==> src/rtl/throughout_sched.sv <==
// Round-robin scheduler granting one requester at a time a burst of len+1 beats.
// The grant is held only while the grantee keeps its request up; a dropped request aborts the burst.
module throughout_sched #(
  parameter int NREQ  = 2,
  parameter int LEN_W = 4
) (
  input  logic                     clk,
  input  logic                     rst,
  input  logic [NREQ-1:0]          req,
  input  logic [NREQ*LEN_W-1:0]    len,
  output logic [NREQ-1:0]          gnt,
  output logic [$clog2(NREQ)-1:0]  gnt_id,
  output logic                     beat,
  output logic                     done,
  output logic                     abort
);

  localparam int IDW = $clog2(NREQ);
  localparam logic [IDW-1:0]   LAST_IDX = IDW'(NREQ - 1);
  localparam logic [IDW-1:0]   ONE_ID   = IDW'(1);
  localparam logic [LEN_W-1:0] ONE_LEN  = LEN_W'(1);
  localparam logic [NREQ-1:0]  ONE_HOT0 = NREQ'(1);

  typedef enum logic [1:0] {
    S_IDLE = 2'd0,
    S_XFER = 2'd1,
    S_GAP  = 2'd2
  } state_e;

  state_e           state_q, state_d;
  logic [NREQ-1:0]  gnt_q, gnt_d;
  logic [IDW-1:0]   gnt_id_q, gnt_id_d;
  logic             beat_q, beat_d;
  logic             done_q, done_d;
  logic             abort_q, abort_d;
  logic [LEN_W-1:0] cnt_q, cnt_d;
  logic [IDW-1:0]   last_q, last_d;

  logic [LEN_W-1:0] len_arr_s [NREQ];
  logic [IDW-1:0]   win_s;

  // First asserted request strictly after the pointer, wrapping at NREQ-1.
  function automatic logic [IDW-1:0] rr_pick(input logic [NREQ-1:0] r,
                                              input logic [IDW-1:0]  l);
    logic [IDW-1:0] c;
    logic [IDW-1:0] w;
    logic           found;
    c     = l;
    w     = l;
    found = 1'b0;
    for (int i = 0; i < NREQ; i++) begin
      if (c == LAST_IDX) begin
        c = {IDW{1'b0}};
      end else begin
        c = c + ONE_ID;
      end
      if (!found && r[c]) begin
        w     = c;
        found = 1'b1;
      end
    end
    return w;
  endfunction

  for (genvar g = 0; g < NREQ; g++) begin : g_len
    assign len_arr_s[g] = len[g*LEN_W +: LEN_W];
  end

  // Arbitration winner for the current request vector.
  always_comb begin
    win_s = rr_pick(req, last_q);
  end

  // Next-state and registered-output values of the burst FSM.
  always_comb begin
    state_d  = state_q;
    gnt_d    = gnt_q;
    gnt_id_d = gnt_id_q;
    beat_d   = beat_q;
    done_d   = 1'b0;
    abort_d  = 1'b0;
    cnt_d    = cnt_q;
    last_d   = last_q;
    case (state_q)
      S_IDLE: begin
        if (|req) begin
          state_d  = S_XFER;
          gnt_d    = ONE_HOT0 << win_s;
          gnt_id_d = win_s;
          last_d   = win_s;
          cnt_d    = len_arr_s[win_s];
          beat_d   = 1'b1;
        end else begin
          gnt_d  = {NREQ{1'b0}};
          beat_d = 1'b0;
        end
      end
      S_XFER: begin
        // Loss of request outranks normal completion, even on the last beat.
        if (!req[gnt_id_q]) begin
          state_d = S_GAP;
          abort_d = 1'b1;
          gnt_d   = {NREQ{1'b0}};
          beat_d  = 1'b0;
        end else if (cnt_q == {LEN_W{1'b0}}) begin
          state_d = S_GAP;
          done_d  = 1'b1;
          gnt_d   = {NREQ{1'b0}};
          beat_d  = 1'b0;
        end else begin
          cnt_d = cnt_q - ONE_LEN;
        end
      end
      S_GAP: begin
        state_d = S_IDLE;
        gnt_d   = {NREQ{1'b0}};
        beat_d  = 1'b0;
      end
      default: begin
        state_d = S_IDLE;
        gnt_d   = {NREQ{1'b0}};
        beat_d  = 1'b0;
      end
    endcase
  end

  // State and output registers with synchronous reset.
  always_ff @(posedge clk) begin
    if (rst) begin
      state_q  <= S_IDLE;
      gnt_q    <= {NREQ{1'b0}};
      gnt_id_q <= {IDW{1'b0}};
      beat_q   <= 1'b0;
      done_q   <= 1'b0;
      abort_q  <= 1'b0;
      cnt_q    <= {LEN_W{1'b0}};
      last_q   <= LAST_IDX;
    end else begin
      state_q  <= state_d;
      gnt_q    <= gnt_d;
      gnt_id_q <= gnt_id_d;
      beat_q   <= beat_d;
      done_q   <= done_d;
      abort_q  <= abort_d;
      cnt_q    <= cnt_d;
      last_q   <= last_d;
    end
  end

  assign gnt    = gnt_q;
  assign gnt_id = gnt_id_q;
  assign beat   = beat_q;
  assign done   = done_q;
  assign abort  = abort_q;

endmodule

==> config.mk <==
export PLATFORM = sky130hd
export DESIGN_NAME = throughout_sched
export DESIGN_NICKNAME = d
export VERILOG_FILES = /design/src/rtl/throughout_sched.sv
export SDC_FILE = /design/constraint.sdc
export NUM_CORES = 1
export LEC_CHECK = 0
export BUFFER_PORTS_ARGS = -buffer_cell sky130_fd_sc_hd__buf_2
export CORE_MARGIN = 8
export CORE_UTILIZATION = 34
export DETAILED_ROUTE_END_ITERATION = 10
export SKIP_CTS_REPAIR_TIMING = 1
export SYNTH_ARGS = -nofsm -noshare
export SYNTH_HDL_FRONTEND = slang
export SYNTH_SLANG_ARGS = --single-unit
==> constraint.sdc <==
create_clock -name clk -period 4.45 [get_ports clk]
set_input_delay 0.2225 -clock clk [delete_from_list [all_inputs] [get_ports clk]]
set_output_delay 0.2225 -clock clk [all_outputs]
set_load 0.02 [all_outputs]
==> metrics.md, run 1 <==
| Metric | Value |
|---|---|
| Power Density | `417 nW/um^2` |
| TritonRoute pass-1 iters | `4` |
| Cells after Synth | `77` |
| CTS root buffer | `clkbuf_4` |
| P_sw | `0.115 mW` |
| Post-Synthesis Cell Area | `652 um^2` |
| Clock power share | `0.220` |
| CTS tree | `built` |
| Reg power frac | `0.449` |
| Combinational share of power | `0.331` |
| CP Capture Type | `register` |
| Core area | `1880 um^2` |
| Congestion Overflow GR | `0` |
| Gr usage total | `0.0955` |
| Flop2flop setup slack | `2.74 ns` |
| Main synth FF type | `dfxtp_1` |
| Largest fanout on the critical path | `5` |
| Worst reg2reg endpoint | `cnt_q[0]` |
| Initial Util | `0.346` |
| Post-synth top cells | `13 x dfxtp_1, 7 x nand3_1, 7 x nor2_1, 5 x nand2_1, 5 x nor3_1` |
| WP data required | `4.68 ns` |
| CP max-delay cell | `o32a_4` |
| Net Count, Synth | `90` |
| Clk pin slew, worst setup/hold paths | `0.08 ns` |
| #FFs+latches synth | `13` |
| Gpl congestion | `0.833` |
| Port bufs | `17` |
| Max-slew headroom | `0.772` |
| First-pass GRT wire length | `2570 um` |
| CP endpoint | `cnt_q[0]` |
| CP Cell Sequence | `inv_1 > ha_1 > nor3b_1 > o32a_4 > nor2_2 > a32o_1` |
| Seq/Total Area, Yosys | `0.399` |
| Drt total wl | `1640 um` |
| Internal | `0.215 mW` |
| Most frequent cell after synthesis | `dfxtp_1` |
| Die Wd | `59.8 um` |
| Worst path max stage delay | `0.39 ns` |
| Setup TNS | `0 ns` |
| Reg2reg path depth | `6` |
| Outcome | `complete, no violations` |
| CTS Buf Count | `3` |
| H-Tree Depth | `1` |
| Num rows | `16` |
| Placed wire-length estimate | `1300 um` |
| DIE HEIGHT | `59.8 um` |
| WP data arrival | `1.94 ns` |
| Syn. warnings | `0` |
| Diode count | `0` |
| Worst Path Buf+Inv | `1` |
| Maximum vdd drop | `0.196 mV` |
| Fmax | `584 MHz` |
| Crit path max-delay family | `compound AO/OA/AOI/OAI gates` |
| Io pins | `18` |
| Min Clock Period, post-route | `1.71 ns` |
| CP Depth | `6` |
| Post-synth ARST share | `0` |
| Area Overhead vs Synth | `21.1%` |
| Routed Antenna Nets | `0` |
| Clock Skews | `0.00604 ns` |
| Final hold viol count | `0` |
| Slew Limit Fails | `0` |
| CP Class | `reg -> reg` |
| Crit path launch | `cnt_q[0]` |
| # DRC | `0` |
| RSZ-0062 raised after global routing | `no` |
| DRT iter0 DRCs | `9` |
| Pleak | `0.324 nW` |
| Sink Count | `13` |
| Vias | `634` |
| Die area | `3570 um^2` |
| Final setup fails | `0` |
| Sw frac | `0.348` |
| Vias in the first global route | `631` |
| Final nets | `110` |
| DR vias/cell | `5.15` |
| EDFF count, synth | `0` |
| Critical R2R Launch | `cnt_q[0]` |
| Layout cell share with drive strength beyond 1 | `0.260` |
| Worst-Margin Slew | `0.333 ns` |
| Max clock buf depth | `2` |
| Top cell type's share of synthesized area | `0.399` |
| Clock latency on the worst-skew pair | `0.28 ns` |
| Crit share post-route | `0.385` |
| Max_cap viols | `0` |
| Top post-synthesis cells by area | `dfxtp_1 40%, nand3_1 5.4%, a32o_1 4.6%` |
| WL/cell | `13.3 um` |
| Mapped Avg Cell Area | `8.47 um^2` |
| CP Launch Type | `register` |
| Largest net degree at the start of global routing | `13` |
| Distinct cells, synth | `31` |
| Number of antenna violations at the first check in global routing | `0` |
| Area leader, netlist | `dfxtp_1` |
| Worst Hold Class | `in -> reg` |
| Final Util | `0.420` |
[cell usage in the layout, fill, tap and decap left out, drive strengths merged, types with 4 or more instances in the layout]
master	n
o21ai	5
nand3	7
nand2	5
dfxtp	13
clkbuf	4
inv	4
nor2	8
buf	17
nor3	5
[worst min path at each step]
stage,end,startpoint,slack [ns],depth (start not counted)
final,cnt_q[3],rst,0.25,2
after global routing,cnt_q[3],rst,0.27,2
after CTS,cnt_q[3],rst,0.25,2
after detailed placement,beat,beat,0.46,1
after global placement,beat,beat,0.45,1
after floorplan,state_q[0],rst,0.31,1
[logic make-up after synthesis]
logic type	after synthesis	synth area share
AOI/OAI and AO/OA	19	0.230
and+or+nand+nor	36	0.284
DFF	13	0.399
adders and majority gates	1	0.0192
buffers and inverters	6	0.0345
muxes	2	0.0326
[metal layers]
metal	share of wire	vias to the layer above	GRT usage
met2	0.48	22	0.168
met1	0.42	284	0.0967
li1	-	323	-
met3	0.077	5	0.0280
met4	0.020	0	0.0578
met5	0	-	0
[stage by stage]
| stage | hold WS, ns | cell area, um^2 | std cells | worst slack (ns) | total power, mW |
|---|---|---|---|---|---|
| floorplan | 0.313 | 652 | 77 | 2.84 | 0.231 |
| global placement | 0.451 | 763 | 119 | 2.78 | 0.258 |
| detailed placement | 0.460 | 763 | 119 | 2.76 | 0.259 |
| CTS | 0.249 | 790 | 123 | 2.74 | 0.331 |
| global route | 0.270 | 790 | 123 | 2.64 | 0.350 |
| finish | 0.245 | 790 | 123 | 2.74 | 0.329 |
[area by class of cell]
| cell class | instances | area [um^2] |
|---|---|---|
| well taps | 27 | 33.8 |
| flip-flops and latches | 13 | 260 |
| multi-input cells | 58 | 369 |
| inverters | 4 | 15.0 |
| fillers | 210 | 1090 |
| repair buffers | 17 | 85.1 |
| clock buffers | 4 | 26.3 |
[state kept, by name, summed over array words and instances, names as in the netlist]
signal	count
done	1
state_q	2
beat	1
abort	1
cnt_q	4
gnt	2
last_q	1
gnt_id	1
[power by group through the flow]
stage          logic, mW  registers, mW  clock network (mW)
2_1_floorplan     0.0767          0.154                   0
3_3_place_gp       0.109          0.149                   0
3_5_place_dp       0.109          0.150                   0
4_1_cts            0.110          0.147              0.0735
5_1_grt            0.122          0.150              0.0782
6_report           0.109          0.148              0.0726
No activity file was read; power rests on OpenSTA's default activity.
==> run 2, diff against run 1 <==
--- a/config.mk
+++ b/config.mk
@@ -5,6 +5,7 @@
 export SDC_FILE = /design/constraint.sdc
 export NUM_CORES = 1
 export LEC_CHECK = 0
+export ABC_AREA = 1
 export BUFFER_PORTS_ARGS = -buffer_cell sky130_fd_sc_hd__buf_2
 export CORE_MARGIN = 8
 export CORE_UTILIZATION = 34
==> constraint.sdc (replaced) <==
create_clock -name clk -period 1.7 [get_ports clk]
set_input_delay 0.085 -clock clk [delete_from_list [all_inputs] [get_ports clk]]
set_output_delay 0.085 -clock clk [all_outputs]
set_load 0.02 [all_outputs]
==> metrics.md, run 2 <==
| Metric | Value |
|---|---|
| Outcome | `complete, no violations (unchanged)` |
| Vias in the first global route | `696 (was 631)` |
| Gpl congestion | `0.945 (was 0.833)` |
| Design Area, Final | `848 um^2 (was 790 um^2)` |
| Clock latency on the worst-skew pair | `0.27 ns (was 0.28 ns)` |
| Post-DP Area | `822 um^2 (was 763 um^2)` |
| Reg power frac | `0.327 (was 0.449)` |
| Distinct cells, synth | `19 (was 31)` |
| Sw frac | `0.465 (was 0.348)` |
| Maximum vdd drop | `0.685 mV (was 0.196 mV)` |
| Setup TNS | `0 ns (unchanged)` |
| CTS Buf Count | `3 (unchanged)` |
| Critical R2R Launch | `cnt_q[0] (unchanged)` |
| TritonRoute pass-1 iters | `4 (unchanged)` |
| Post-synth ARST share | `0 (unchanged)` |
| Multi-input logic area | `372 um^2 (was 369 um^2)` |
| CP Launch Type | `register (unchanged)` |
| Sink Count | `13 (unchanged)` |
| Fillers | `223 (was 210)` |
| Hold path endpoint | `gnt[0] (was cnt_q[3])` |
| Max reg flops | `4 (unchanged)` |
| Final hold viol count | `0 (unchanged)` |
| Worst reg2reg endpoint | `cnt_q[3] (was cnt_q[0])` |
| Top cell type's share of synthesized area | `0.368 (was 0.399)` |
| Clock power share | `0.125 (was 0.220)` |
| Mapped Avg Cell Area | `6.49 um^2 (was 8.47 um^2)` |
| CTS tree | `built (unchanged)` |
| CTS root buffer | `clkbuf_4 (unchanged)` |
| Placed wire-length estimate | `1400 um (was 1300 um)` |
| Worst hold stages | `2 (unchanged)` |
| Max_cap viols | `0 (unchanged)` |
| Core area | `1960 um^2 (was 1880 um^2)` |
| Reg2reg path depth | `8 (was 6)` |
| Hold_sp | `rst (unchanged)` |
| Diode count | `0 (unchanged)` |
| Register area | `260 um^2 (unchanged)` |
| Congestion Overflow GR | `0 (unchanged)` |
| # DRC | `0 (unchanged)` |
| RSZ-0062 raised after global routing | `no (unchanged)` |
| EDFF count, synth | `0 (unchanged)` |
| Max-slew headroom | `0.856 (was 0.772)` |
| Largest net degree at the start of global routing | `10 (was 13)` |
| Worst Hold Class | `in -> reg (unchanged)` |
| Vias | `730 (was 634)` |
| Syn. warnings | `0 (unchanged)` |
| Final nets | `143 (was 110)` |
| P_sw | `0.679 mW (was 0.115 mW)` |
| Max clock buf depth | `2 (unchanged)` |
| Post-synth top cells | `23 x nand2_1, 18 x inv_1, 18 x nand3_1, 17 x nor2_1, 13 x dfxtp_1 (was 13 x dfxtp_1, 7 x nand3_1, 7 x nor2_1, 5 x nand2_1, 5 x nor3_1)` |
| Flop2flop setup slack | `0.36 ns (was 2.74 ns)` |
| Io pins | `18 (unchanged)` |
| Most common cell after layout, fill and taps aside | `nand2_1 (was buf_2)` |
| DRT iter0 DRCs | `14 (was 9)` |
| Most frequent cell after synthesis | `nand2_1 (was dfxtp_1)` |
| Final setup fails | `0 (unchanged)` |
| Combinational share of power | `0.548 (was 0.331)` |
| CP Capture Type | `register (unchanged)` |
| Die area | `3790 um^2 (was 3570 um^2)` |
| Clock Skews | `0.00393 ns (was 0.00604 ns)` |
| WL/cell | `10.8 um (was 13.3 um)` |
| Layout cell share with drive strength beyond 1 | `0.186 (was 0.260)` |
| Initial Util | `0.360 (was 0.346)` |
| Hold WS | `0.0771 ns (was 0.245 ns)` |
| CP Class | `reg -> reg (unchanged)` |
| Largest Register | `cnt_q (unchanged)` |
| Cells after Synth | `109 (was 77)` |
| WP data arrival | `1.52 ns (was 1.94 ns)` |
| Die Wd | `61.6 um (was 59.8 um)` |
| Fmax | `744 MHz (was 584 MHz)` |
| Seq/Total Area, Yosys | `0.368 (was 0.399)` |
| Post-Synthesis Cell Area | `707 um^2 (was 652 um^2)` |
| Crit share post-route | `0.791 (was 0.385)` |
| Min Clock Period, post-route | `1.34 ns (was 1.71 ns)` |
| Gr usage total | `0.103 (was 0.0955)` |
| Internal | `0.781 mW (was 0.215 mW)` |
| WP data required | `1.87 ns (was 4.68 ns)` |
| Top post-synthesis cells by area | `dfxtp_1 37%, nand3_1 13%, nand2_1 12% (was dfxtp_1 40%, nand3_1 5.4%, a32o_1 4.6%)` |
| Most frequent cells in the layout | `23 x nand2_1, 18 x inv_1, 18 x nand3_1, 17 x nor2_1, 17 x buf_2 (was 17 x buf_2, 13 x dfxtp_1, 7 x nand3_1, 7 x nor2_1)` |
| Number of antenna violations at the first check in global routing | `0 (unchanged)` |
| Slew Limit Fails | `0 (unchanged)` |
| DR vias/cell | `4.68 (was 5.15)` |
| Pleak | `0.456 nW (was 0.324 nW)` |
| Net Count, Synth | `122 (was 90)` |
| DIE HEIGHT | `61.6 um (was 59.8 um)` |
| Area leader, netlist | `dfxtp_1 (unchanged)` |
| Port bufs | `17 (unchanged)` |
| Main synth FF type | `dfxtp_1 (unchanged)` |
| Routed Antenna Nets | `0 (unchanged)` |
| First-pass GRT wire length | `2920 um (was 2570 um)` |
| Total power | `1.46 mW (was 0.329 mW)` |
| H-Tree Depth | `1 (unchanged)` |
| #FFs+latches synth | `13 (unchanged)` |
| Area Overhead vs Synth | `20.0% (was 21.1%)` |
| Largest fanout on the critical path | `6 (was 5)` |
| Num rows | `16 (unchanged)` |
| Drt total wl | `1690 um (was 1640 um)` |
| Clk pin slew, worst setup/hold paths | `0.07 ns (was 0.08 ns)` |
| Power Density | `1720 nW/um^2 (was 417 nW/um^2)` |
| Worst-Margin Slew | `0.214 ns (was 0.333 ns)` |
-- run 2: changes by cell type after synthesis, sizes merged, moves of 2 or more --
cell	delta
nor2	+11
o21ai	-5
inv	+15
nand3	+12
nor3	-3
nor2b	-3
nand2	+18
nand3b	+3
a32o	-3
nand2b	-3
nor4	-2
-- run 2: layout make-up --
| class | count | area share |
|---|---|---|
| Multi-Input combinational cell | 76 | 0.438 |
| Sequential cell | 13 | 0.307 |
| Timing Repair Buffer | 17 | 0.100 |
| Inverter | 19 | 0.0841 |
| Tap cell | 27 | 0.0398 |
| Clock buffer | 4 | 0.0310 |
-- run 2: worst max path at each step --
| stage | start | end | slack [ns] | depth (start not counted) |
|---|---|---|---|---|
| 3_5_place_dp | cnt_q[0] | cnt_q[2] | 0.37 | 8 |
| 3_3_place_gp | cnt_q[0] | cnt_q[2] | 0.41 | 8 |
| 2_1_floorplan | cnt_q[0] | cnt_q[0] | 0.52 | 8 |
| 5_1_grt | cnt_q[0] | gnt[0] | 0.25 | 7 |
| 6_report | cnt_q[0] | cnt_q[3] | 0.36 | 8 |
| 4_1_cts | cnt_q[0] | cnt_q[2] | 0.35 | 8 |
-- run 2: cells by family (layout without fill, tap and decap cells) --
logic type | Yosys count | count (layout) | share of synthesized area
AND/OR/NAND/NOR | 69 | 69 | 0.453
buffers and inverters | 20 | 40 | 0.106
flip-flops | 13 | 13 | 0.368
AO/OA/AOI/OAI | 5 | 5 | 0.0425
adder cells (fa/ha/maj) | 1 | 1 | 0.0177
XOR/XNOR | 1 | 1 | 0.0124
-- run 2: power by group through the flow --
stage / Clock, mW / Sequential, mW / Combinational, mW
after floorplan: 0 / 0.518 / 0.573
after global placement: 0 / 0.479 / 0.791
after detailed placement: 0 / 0.484 / 0.795
after CTS: 0.190 / 0.477 / 0.803
after global routing: 0.211 / 0.491 / 0.919
final: 0.182 / 0.477 / 0.800
-- run 2: routing by layer --
metal  vias up  track usage  wire, um
li1        386            -         -
met1       325        0.109       720
met2        17        0.183       841
met3         2       0.0397       115
met4         0       0.0292         9
met5         -            0         0
-- run 2: worst max-delay path, stage by stage (launching register included) --
cell and delay (ns):
dfxtp_1 0.31, inv_1 0.08, ha_1 0.23, nand3_1 0.15
inv_1 0.05, nand2_1 0.08, nand3_2 0.13, nor2_1 0.16
nor2_1 0.05
-- run 2: through the flow --
step,std cells,util,worst slack (ns)
finish,156,0.432,0.356
global route,156,0.432,0.250
CTS,156,0.432,0.347
detailed placement,152,0.419,0.371
global placement,152,0.419,0.413
floorplan,109,-,0.522
